## config.mk

```make
export PLATFORM = sky130hd
export DESIGN_NAME = lock_round_ctrl_flat
export DESIGN_NICKNAME = d
export VERILOG_FILES = /design/src/rtl/lock_round_if.sv /design/src/rtl/lock_round_ctrl.sv /design/src/flat_wrapper.sv
export SDC_FILE = /design/constraint.sdc
export NUM_CORES = 1
export LEC_CHECK = 0
export CAP_MARGIN = 20
export CELL_PAD_IN_SITES_DETAIL_PLACEMENT = 1
export CELL_PAD_IN_SITES_GLOBAL_PLACEMENT = 1
export CORE_UTILIZATION = 38
export DETAILED_ROUTE_END_ITERATION = 16
export GPL_TIMING_DRIVEN = 0
export PLACE_DENSITY_LB_ADDON = 0.1
export SLEW_MARGIN = 20
export SYNTH_ARGS = -nofsm -noshare
export SYNTH_HDL_FRONTEND = slang
export SYNTH_SLANG_ARGS = --single-unit
```

## constraint.sdc

```tcl
create_clock -name clk -period 4.26 [get_ports clk]
set_input_delay 0.852 -clock clk [delete_from_list [all_inputs] [get_ports clk]]
set_output_delay 0.852 -clock clk [all_outputs]
set_load 0.01 [all_outputs]
```

## src/rtl/lock_round_if.sv

```systemverilog
// Handshake bundle between the game state manager / player inputs and the
// lock round sequencer: round start, coder code entry, breaker guess entry
// and the guess-consumed acknowledge.
interface lock_round_if #(
  parameter int CODE_W = 4
);
  logic              start;
  logic [CODE_W-1:0] code_in;
  logic              code_valid;
  logic [CODE_W-1:0] guess_in;
  logic              guess_valid;
  logic              guess_ack;

  modport master (
    output start, code_in, code_valid, guess_in, guess_valid,
    input  guess_ack
  );

  modport slave (
    input  start, code_in, code_valid, guess_in, guess_valid,
    output guess_ack
  );
endinterface

```

## src/rtl/lock_round_ctrl.sv

```systemverilog
// Lock game round sequencer: latches the coder's code, then gives the breaker
// MAX_TRIES guesses within TIME_LIMIT ticks and reports win/lose.
// Optional feature macro: LOCK_HINT_EN (above/below hint from a magnitude
// compare of guess versus code; when undefined, hint is tied to 00).
//
// state | meaning
// ------+---------------------------------------------------------------
// IDLE  | waiting for start
// SET   | waiting for the coder's code; outcome and hint cleared
// PLAY  | breaker turn, timer running, waiting for a guess
// CHECK | one cycle: compare latched guess, pulse guess_ack
// WIN   | code broken, win held until start
// LOSE  | tries or time exhausted, lose held until start
module lock_round_ctrl #(
  parameter int CODE_W     = 4,
  parameter int MAX_TRIES  = 3,
  parameter int TIME_LIMIT = 10
) (
  input  logic                               clk,
  input  logic                               rst_n,
  input  logic                               tick,
  lock_round_if.slave                        bus,
  output logic [2:0]                         state,
  output logic [$clog2(MAX_TRIES+1)-1:0]     tries_left,
  output logic [$clog2(TIME_LIMIT+1)-1:0]    time_left,
  output logic                               win,
  output logic                               lose,
  output logic [1:0]                         hint
);

  localparam int TRY_W  = $clog2(MAX_TRIES + 1);
  localparam int TIME_W = $clog2(TIME_LIMIT + 1);

  typedef enum logic [2:0] {
    S_IDLE  = 3'd0,
    S_SET   = 3'd1,
    S_PLAY  = 3'd2,
    S_CHECK = 3'd3,
    S_WIN   = 3'd4,
    S_LOSE  = 3'd5
  } state_t;

  state_t              state_q, state_d;
  logic [CODE_W-1:0]   code_q, guess_q;
  logic [TRY_W-1:0]    tries_q;
  logic [TIME_W-1:0]   time_q;
  logic                time_last;
  logic                tick_expire;
  logic                enter_set;

  assign time_last   = (time_q == TIME_W'(1));
  assign tick_expire = tick && time_last;
  assign enter_set   = (state_q == S_IDLE || state_q == S_WIN || state_q == S_LOSE) && bus.start;

  // State register
  always_ff @(posedge clk or negedge rst_n) begin
    if (!rst_n) state_q <= S_IDLE;
    else        state_q <= state_d;
  end

  // Next-state logic; a guess beats an expiring tick in the same cycle
  always_comb begin
    state_d = state_q;
    case (state_q)
      S_IDLE:  if (bus.start) state_d = S_SET;
      S_SET:   if (bus.code_valid) state_d = S_PLAY;
      S_PLAY: begin
        if (bus.guess_valid)  state_d = S_CHECK;
        else if (tick_expire) state_d = S_LOSE;
      end
      S_CHECK: begin
        if (guess_q == code_q)          state_d = S_WIN;
        else if (tries_q <= TRY_W'(1))  state_d = S_LOSE;
        else                            state_d = S_PLAY;
      end
      S_WIN:   if (bus.start) state_d = S_SET;
      S_LOSE:  if (bus.start) state_d = S_SET;
      default: state_d = S_IDLE;
    endcase
  end

  // Moore outputs decoded from the state flop, so no input-to-output path
  always_comb begin
    bus.guess_ack = (state_q == S_CHECK);
    win           = (state_q == S_WIN);
    lose          = (state_q == S_LOSE);
  end

  // Code/guess latches and the saturating try and time counters
  always_ff @(posedge clk or negedge rst_n) begin
    if (!rst_n) begin
      code_q  <= '0;
      guess_q <= '0;
      tries_q <= '0;
      time_q  <= '0;
    end else begin
      case (state_q)
        S_SET: begin
          if (bus.code_valid) begin
            code_q  <= bus.code_in;
            tries_q <= TRY_W'(MAX_TRIES);
            time_q  <= TIME_W'(TIME_LIMIT);
          end
        end
        S_PLAY: begin
          if (bus.guess_valid) guess_q <= bus.guess_in;
          if (tick && !(bus.guess_valid && time_last) && time_q != '0)
            time_q <= time_q - TIME_W'(1);
        end
        S_CHECK: begin
          if (guess_q != code_q && tries_q != '0)
            tries_q <= tries_q - TRY_W'(1);
        end
        default: ;
      endcase
    end
  end

`ifdef LOCK_HINT_EN
  logic [1:0] hint_q;

  // Hint is computed from the incoming guess so it is already valid during
  // the CHECK cycle, alongside guess_ack; cleared whenever a round is set up
  always_ff @(posedge clk or negedge rst_n) begin
    if (!rst_n) begin
      hint_q <= 2'b00;
    end else if (enter_set) begin
      hint_q <= 2'b00;
    end else if (state_q == S_PLAY && bus.guess_valid) begin
      if (code_q > bus.guess_in)      hint_q <= 2'b01;
      else if (code_q < bus.guess_in) hint_q <= 2'b10;
      else                            hint_q <= 2'b00;
    end
  end

  assign hint = hint_q;
`else
  logic unused_enter_set;
  assign unused_enter_set = enter_set;
  assign hint = 2'b00;
`endif

  assign state      = state_q;
  assign tries_left = tries_q;
  assign time_left  = time_q;

endmodule
```

## src/flat_wrapper.sv

```systemverilog
// flat-port wrapper written by rule: the top's interface ports become plain ports
module lock_round_ctrl_flat 
#(
  parameter int CODE_W     = 4,
  parameter int MAX_TRIES  = 3,
  parameter int TIME_LIMIT = 10
)
  (clk, rst_n, tick, state, tries_left, time_left, win, lose, hint, bus_start, bus_code_in, bus_code_valid, bus_guess_in, bus_guess_valid, bus_guess_ack);
  lock_round_if #(.CODE_W(CODE_W)) bus_i ();
  input  logic clk;
  input  logic rst_n;
  input  logic tick;
  output logic [2:0] state;
  output logic [$clog2(MAX_TRIES+1)-1:0] tries_left;
  output logic [$clog2(TIME_LIMIT+1)-1:0] time_left;
  output logic win;
  output logic lose;
  output logic [1:0] hint;
  input wire logic [$bits(bus_i.start)-1:0] bus_start;
  input wire logic [$bits(bus_i.code_in)-1:0] bus_code_in;
  input wire logic [$bits(bus_i.code_valid)-1:0] bus_code_valid;
  input wire logic [$bits(bus_i.guess_in)-1:0] bus_guess_in;
  input wire logic [$bits(bus_i.guess_valid)-1:0] bus_guess_valid;
  output wire logic [$bits(bus_i.guess_ack)-1:0] bus_guess_ack;
  assign bus_i.start = bus_start;
  assign bus_i.code_in = bus_code_in;
  assign bus_i.code_valid = bus_code_valid;
  assign bus_i.guess_in = bus_guess_in;
  assign bus_i.guess_valid = bus_guess_valid;
  assign bus_guess_ack = bus_i.guess_ack;
  lock_round_ctrl #(.CODE_W(CODE_W), .MAX_TRIES(MAX_TRIES), .TIME_LIMIT(TIME_LIMIT)) u_core (.clk(clk), .rst_n(rst_n), .tick(tick), .bus(bus_i), .state(state), .tries_left(tries_left), .time_left(time_left), .win(win), .lose(lose), .hint(hint));
endmodule
```

==> impl_metrics.env, run 1 <==
export IMPL_status="complete, no violations"
export IMPL_internal_power_mw=0.547
export IMPL_finalHoldViolations=0
export IMPL_total_power_mw=0.945
export IMPL_via_count=864
export IMPL_fin_nets=161
export IMPL_worst_slew_pin_slew_ns=0.775
export IMPL_die_area_sq_mm=0.00303
export IMPL_ys_warn_count=0
export IMPL_numCtsBuffers=3
export IMPL_rsz0062_at_grt="false"
export IMPL_area_growth_pct=30.1
export IMPL_holdCritPathClass="reg -> reg"
export IMPL_grt_ovfl_total=0
export IMPL_drt_iter0_drc=4
export IMPL_start_util_pct=41.7
export IMPL_timing_reg2reg_setup_slack_ns=2.61
export IMPL_die_width_um=55.1
export IMPL_ctsHoldBuffers=0
export IMPL_min_from="u_core.code_q[3]"
export IMPL_cts_root_buf="clkbuf_4"
export IMPL_required_ns=3.41
export IMPL_antenna_left=0
export IMPL_cp_max_fo=10
export IMPL_timing_final_crit_share_pct=63.2
export IMPL_worstSetupStartpointType="flop"
export IMPL_cp_top_family="buffers and inverters"
export IMPL_drt_wirelength_per_cell_um=14.7
export IMPL_place_congestion=0.839
export IMPL_drive_gt1_share_pct=15.6
export IMPL_drv_cap=0
export IMPL_path_cells="buf_2, nand2b_1, nor2_1, clkdlybuf4s50_1"
export IMPL_dp_hpwl_mm=1.85
export IMPL_grt_pass1_vias=920
export IMPL_postLayoutCoreUtil_pct=54.2
export IMPL_worstSkewPairLatency_ns=0.30
export IMPL_mostFrequentLayoutCells="clkdlybuf4s50_1 (25), nand2_1 (21), dfrtp_1 (17)"
export IMPL_viasPerCell=5.05
export IMPL_synth_top_flop_cell="dfrtp_1"
export IMPL_finClkSkew_ns=0.00541
export IMPL_setup_viol=0
export IMPL_grt_max_degree=18
export IMPL_placed_cell_area_sq_mm=0.00136
export IMPL_yosysTopAreaCell="dfrtp_1"
export IMPL_dieHeight_um=55.1
export IMPL_stdcell_count=171
export IMPL_powerDensity_mw_per_mm2=680
export IMPL_wl_met1_mm=1.19
export IMPL_netSwitchingFraction_pct=42.2
export IMPL_netlist_area_leader_share_pct=39.8
export IMPL_slew_headroom_pct=48.2
export IMPL_clk_path_buf_depth=2
export IMPL_post_cts_buffers=0
export IMPL_layout_min_cycle_time_ns=2.69
export IMPL_switching_power_mw=0.399
export IMPL_syn_avg_cell_area_sq_um=9.64
export IMPL_design_area_sq_mm=0.00139
export IMPL_met3_length_um=67
export IMPL_ios=28
export IMPL_clkTransAtPathRegs_ns=0.12
export IMPL_p_comb_share_pct=54.8
export IMPL_synth_cells=111
export IMPL_cpPeakStageDelay_ns=0.53
export IMPL_synth_edff_count=0
export IMPL_drt_total_wl_mm=2.51
export IMPL_seqPwrFrac_pct=34.9
export IMPL_fp_row_count=18
export IMPL_grt_pass1_wl_mm=4.28
export IMPL_synth_async_sr_flop_share_pct=100
export IMPL_power_leakage_nw=0.627
export IMPL_clockPowerShare_pct=10.3
export IMPL_cts_tree="done"
export IMPL_wl_met2_mm=1.24
export IMPL_cts_resized=0
export IMPL_synthDistinctLibCells=36
export IMPL_crit_type="reg -> out"
export IMPL_io_buffers=25
export IMPL_dpl_cell_count=167
export IMPL_core_area_sq_mm=0.00257
export IMPL_syn_area_sq_mm=0.00107
export IMPL_maxUsedRoutingLayer="met4"
export IMPL_antenna_found_initial=0
export IMPL_final_max_slew_viol_count=0
export IMPL_drc=0
export IMPL_end_kind="output port"
export IMPL_crit_start="u_core.state[1]"
export IMPL_reg2reg_from="u_core.state[2]"
export IMPL_max_freq_mhz=371
export IMPL_ys_seq_elements=17
export IMPL_worst_ep_arrival_time_ns=1.84
export IMPL_cts_sinks=17
export IMPL_max_vdd_ir_drop_uv=390
export IMPL_final_common_cell="clkdlybuf4s50_1"
export IMPL_htree_levels=1
export IMPL_setup_tns_ns=0
export IMPL_worst_path_buf_inv=2
export IMPL_diodes=0
export IMPL_grt_usage_pct=20.0
export IMPL_seq_area_frac_synth_pct=39.8
export IMPL_drt_pre_antenna_iters=3
export IMPL_cp_slowest_cell="clkdlybuf4s50_1"
export IMPL_synthTopCellsByArea="dfrtp_1 (40%), nand2_1 (7.4%), ha_1 (5.8%), mux2_2 (4.2%), mux2i_1 (3.7%)"
-- per-stage QoR --
step	setup slack [ns]	hold WS (ns)
finish	1.57	0.509
global route	1.48	0.559
CTS	1.54	0.514
detailed placement	1.91	0.483
global placement	1.93	0.482
floorplan	2.44	0.465
-- registers in the layout, indices dropped and copies added, names as in the netlist --
register           flops
u_core.code_q          4
u_core.guess_q         4
u_core.state           3
u_core.time_left       4
u_core.tries_left      2
-- routing by layer --
| layer | vias up | global-route usage, % |
|---|---|---|
| met5 | - | 0 |
| met4 | 0 | 6.25 |
| met3 | 2 | 2.46 |
| met2 | 13 | 35.9 |
| met1 | 412 | 24.5 |
| li1 | 437 | - |
-- final timing paths --
path / depth (start not counted) / endpoint
worst max-delay path: 4 / win
worst min-delay path: 2 / u_core.code_q[3]
worst max register to register: 4 / u_core.guess_q[0]
worst min register to register: 2 / u_core.code_q[3]
max in group asynchronous: 1 / u_core.guess_q[3]
min in group asynchronous: 1 / u_core.time_left[0]
-- worst register-to-register path, delay by kind of cell (launching register included) --
kind / cells / cell delay (ns)
DFF: 1 / 0.52
and+or+nand+nor: 3 / 0.68
muxes: 1 / 0.35
-- power by group through the flow --
stage	Combinational (mW)	Sequential, mW	Clock, mW
CTS	0.526	0.329	0.103
finish	0.518	0.330	0.0975
global route	0.581	0.344	0.106
global placement	0.505	0.328	0
floorplan	0.335	0.327	0
detailed placement	0.522	0.332	0
-- logic make-up (layout without fill, tap and decap cells) --
group | Yosys count | in the layout | synth area share [%]
compound gates | 20 | 20 | 14.2
xor+xnor | 4 | 4 | 3.27
mux | 8 | 8 | 7.95
buf+inv | 11 | 40 | 5.38
simple gates | 45 | 45 | 23.3
flops | 17 | 17 | 39.8
other cells | 1 | 2 | 0.351
fa+ha+maj | 5 | 5 | 5.85
-- final cells by class --
type / instances / area, sq um
clock inverters: 1 / 7.51
repair buffers: 25 / 250
inverters: 7 / 26.3
multi-input cells: 84 / 591
flip-flops and latches: 17 / 425
clock buffers: 3 / 22.5
well taps: 30 / 37.5
plain buffers: 4 / 31.3
fillers: 298 / 1180
-- synth_stat cells (all sizes together) (2+ instances only) --
library cell	count
a21oi	6
a41oi	3
and2	2
buf	4
dfrtp	17
ha	5
inv	7
mux2	4
mux2i	4
nand2	21
nor2	10
nor2b	5
o21a	2
o2bb2ai	2
xnor2	4
Note: power is estimated with default switching activity, not from simulation.
==> run 2: changes to the inputs <==
--- a/config.mk
+++ b/config.mk
@@ -8,7 +8,7 @@
 export CAP_MARGIN = 20
 export CELL_PAD_IN_SITES_DETAIL_PLACEMENT = 1
 export CELL_PAD_IN_SITES_GLOBAL_PLACEMENT = 1
-export CORE_UTILIZATION = 38
+export CORE_UTILIZATION = 36
 export DETAILED_ROUTE_END_ITERATION = 16
 export GPL_TIMING_DRIVEN = 0
 export PLACE_DENSITY_LB_ADDON = 0.1
==> constraint.sdc (replaced) <==
create_clock -name clk -period 2.6 [get_ports clk]
set_input_delay 0.52 -clock clk [delete_from_list [all_inputs] [get_ports clk]]
set_output_delay 0.52 -clock clk [all_outputs]
set_load 0.01 [all_outputs]
==> run 2 against run 1 <==
  * Via count up 4.5%
  * Sequential share of layout area up 0.055 points
  * Die area up 5.3%
  * Clock-buffer cell count up 1
  * Global-route usage down 2.3 points
  * Largest power group unchanged
==> impl_metrics.env, run 2 (same netlist as run 1, synthesis figures left out) <==
export IMPL_design_area_sq_mm=0.00139
export IMPL_required_ns=2.08
export IMPL_crit_type="reg -> out"
export IMPL_max_vdd_ir_drop_uv=636
export IMPL_dp_hpwl_mm=1.96
export IMPL_cts_resized=0
export IMPL_diodes=0
export IMPL_setup_viol=0
export IMPL_drc=0
export IMPL_cpPeakStageDelay_ns=0.54
export IMPL_setup_tns_ns=0
export IMPL_total_power_mw=1.54
export IMPL_grt_pass1_wl_mm=4.26
export IMPL_cp_slowest_cell="dfrtp_1"
export IMPL_grt_ovfl_total=0
export IMPL_grt_usage_pct=17.6
export IMPL_mostFrequentLayoutCells="clkdlybuf4s50_1 (25), nand2_1 (21), dfrtp_1 (17)"
export IMPL_finClkSkew_ns=0.00538
export IMPL_dp_slack_ns=0.572
export IMPL_clkTransAtPathRegs_ns=0.10
export IMPL_antenna_left=0
export IMPL_finalHoldViolations=0
export IMPL_rr_endpoint="u_core.time_left[3]"
export IMPL_io_buffers=25
export IMPL_worstSetupStartpointType="flop"
export IMPL_setup_slack_ns=0.248
export IMPL_start_util_pct=38.5
export IMPL_power_leakage_nw=0.628
export IMPL_drv_cap=0
export IMPL_placed_cell_area_sq_mm=0.00136
export IMPL_seq_area_sq_um=425
export IMPL_grt_max_degree=18
export IMPL_cts_root_buf="clkbuf_4"
export IMPL_die_width_um=56.5
export IMPL_hold_path_end="u_core.code_q[0]"
export IMPL_worst_path_buf_inv=2
export IMPL_slew_headroom_pct=47.2
export IMPL_dieHeight_um=56.5
export IMPL_cts_tree="done"
export IMPL_max_freq_mhz=425
export IMPL_grt_pass1_vias=898
export IMPL_numCtsBuffers=3
export IMPL_layout_min_cycle_time_ns=2.35
export IMPL_timing_final_crit_share_pct=90.5
export IMPL_worst_slew_pin_slew_ns=0.789
export IMPL_cp_top_family="buffers and inverters"
export IMPL_final_max_slew_viol_count=0
export IMPL_viasPerCell=5.25
export IMPL_status="complete, no violations"
export IMPL_drt_iter0_drc=19
export IMPL_fp_row_count=19
export IMPL_drt_total_wl_mm=2.51
export IMPL_min_from="u_core.code_q[0]"
export IMPL_antenna_found_initial=0
export IMPL_die_area_sq_mm=0.00319
export IMPL_reg2reg_from="u_core.time_left[1]"
export IMPL_drt_wirelength_per_cell_um=14.6
export IMPL_via_count=903
export IMPL_ctsHoldBuffers=0
export IMPL_cp_max_fo=9
export IMPL_multi_input_area_sq_um=591
export IMPL_timing_reg2reg_setup_slack_ns=0.95
export IMPL_worstSkewPairLatency_ns=0.30
export IMPL_nFillCells=320
export IMPL_hold_slack_ns=0.504
export IMPL_ios=28
export IMPL_path_cells="nor2b_4, buf_6, and2_2, clkdlybuf4s50_1"
export IMPL_place_congestion=0.740
export IMPL_clk_path_buf_depth=2
export IMPL_powerDensity_mw_per_mm2=1110
export IMPL_end_kind="output port"
export IMPL_area_growth_pct=29.8
export IMPL_rsz0062_at_grt="false"
export IMPL_htree_levels=1
export IMPL_drt_pre_antenna_iters=4
export IMPL_worst_ep_arrival_time_ns=1.83
export IMPL_core_area_sq_mm=0.00278
export IMPL_holdCritPathClass="reg -> reg"
export IMPL_final_common_cell="clkdlybuf4s50_1"
export IMPL_cts_sinks=17
export IMPL_fin_nets=161
export IMPL_reg2reg_depth=6
export IMPL_drive_gt1_share_pct=14.9
export IMPL_holdPathStages=2
export IMPL_post_cts_buffers=0
## run 2: cell count changes in the layout (fill, tap and decap cells not counted)
cell / previous run / this run
clkbuf_1: 0 / 1
clkinvlp_4: 1 / 0
## run 2: how the worst max path moves through the flow
stage	cells past startpoint	end	from	slack (ns)
after floorplan	6	u_core.time_left[3]	u_core.time_left[1]	1.09
after global placement	4	win	u_core.state[1]	0.60
after detailed placement	4	win	u_core.state[1]	0.57
after CTS	4	win	u_core.state[1]	0.23
after global routing	4	win	u_core.state[1]	0.12
final	4	bus_guess_ack	u_core.state[0]	0.25
## run 2: final cells by class
class / count / share of cell area (%)
timing repair buffer: 25 / 18.0
buffer: 4 / 2.25
inverter: 7 / 1.89
sequential: 17 / 30.6
clock buffer: 4 / 1.89
tap: 31 / 2.79
multi-input combinational: 84 / 42.5
## run 2: metal layers
| layer | track usage (%) | routed length, um |
|---|---|---|
| met1 | 21.7 | 1130 |
| met2 | 30.8 | 1240 |
| met3 | 4.38 | 116 |
| met4 | 4.18 | 23 |
| met5 | 0 | 0 |
## run 2: tightest hold or removal path, delay by kind of cell, from the launching register on
| family | cells | cell delay (ns) |
|---|---|---|
| DFF | 1 | 0.37 |
| and+or+nand+nor | 2 | 0.10 |
## run 2: through the flow
step                utilization [%]  cells
CTS                            49.9    172
global placement               49.0    168
detailed placement             49.0    168
finish                         49.9    172
floorplan                         -    112
global route                   49.9    172
## run 2: report_power, final
group          switching (mW)  internal (mW)  leakage, nW
registers               0.159          0.387        0.204
clock network          0.0864         0.0598       0.0150
logic                   0.397          0.451        0.409
total                   0.642          0.898        0.628
==> run 3: changes to the inputs <==
--- a/config.mk
+++ b/config.mk
@@ -5,6 +5,7 @@
 export SDC_FILE = /design/constraint.sdc
 export NUM_CORES = 1
 export LEC_CHECK = 0
+export ABC_CLOCK_PERIOD_IN_PS = 2600
 export CAP_MARGIN = 20
 export CELL_PAD_IN_SITES_DETAIL_PLACEMENT = 1
 export CELL_PAD_IN_SITES_GLOBAL_PLACEMENT = 1
==> constraint.sdc (replaced) <==
create_clock -name clk -period 2.6 [get_ports clk]
set_input_delay 0.52 -clock clk [delete_from_list [all_inputs] [get_ports clk]]
set_output_delay 0.52 -clock clk [all_outputs]
set_load 0.005 [all_outputs]
==> results of run 3 <==
The final DEF is identical to that of run 2. Status: complete, no violations.
Among the figures that moved: setup slack after placement 0.572 ns -> 0.607 ns; setup slack after layout 0.248 ns -> 0.284 ns; total power 1.54 mW -> 1.51 mW; worst IR drop on VDD 636 uV -> 630 uV
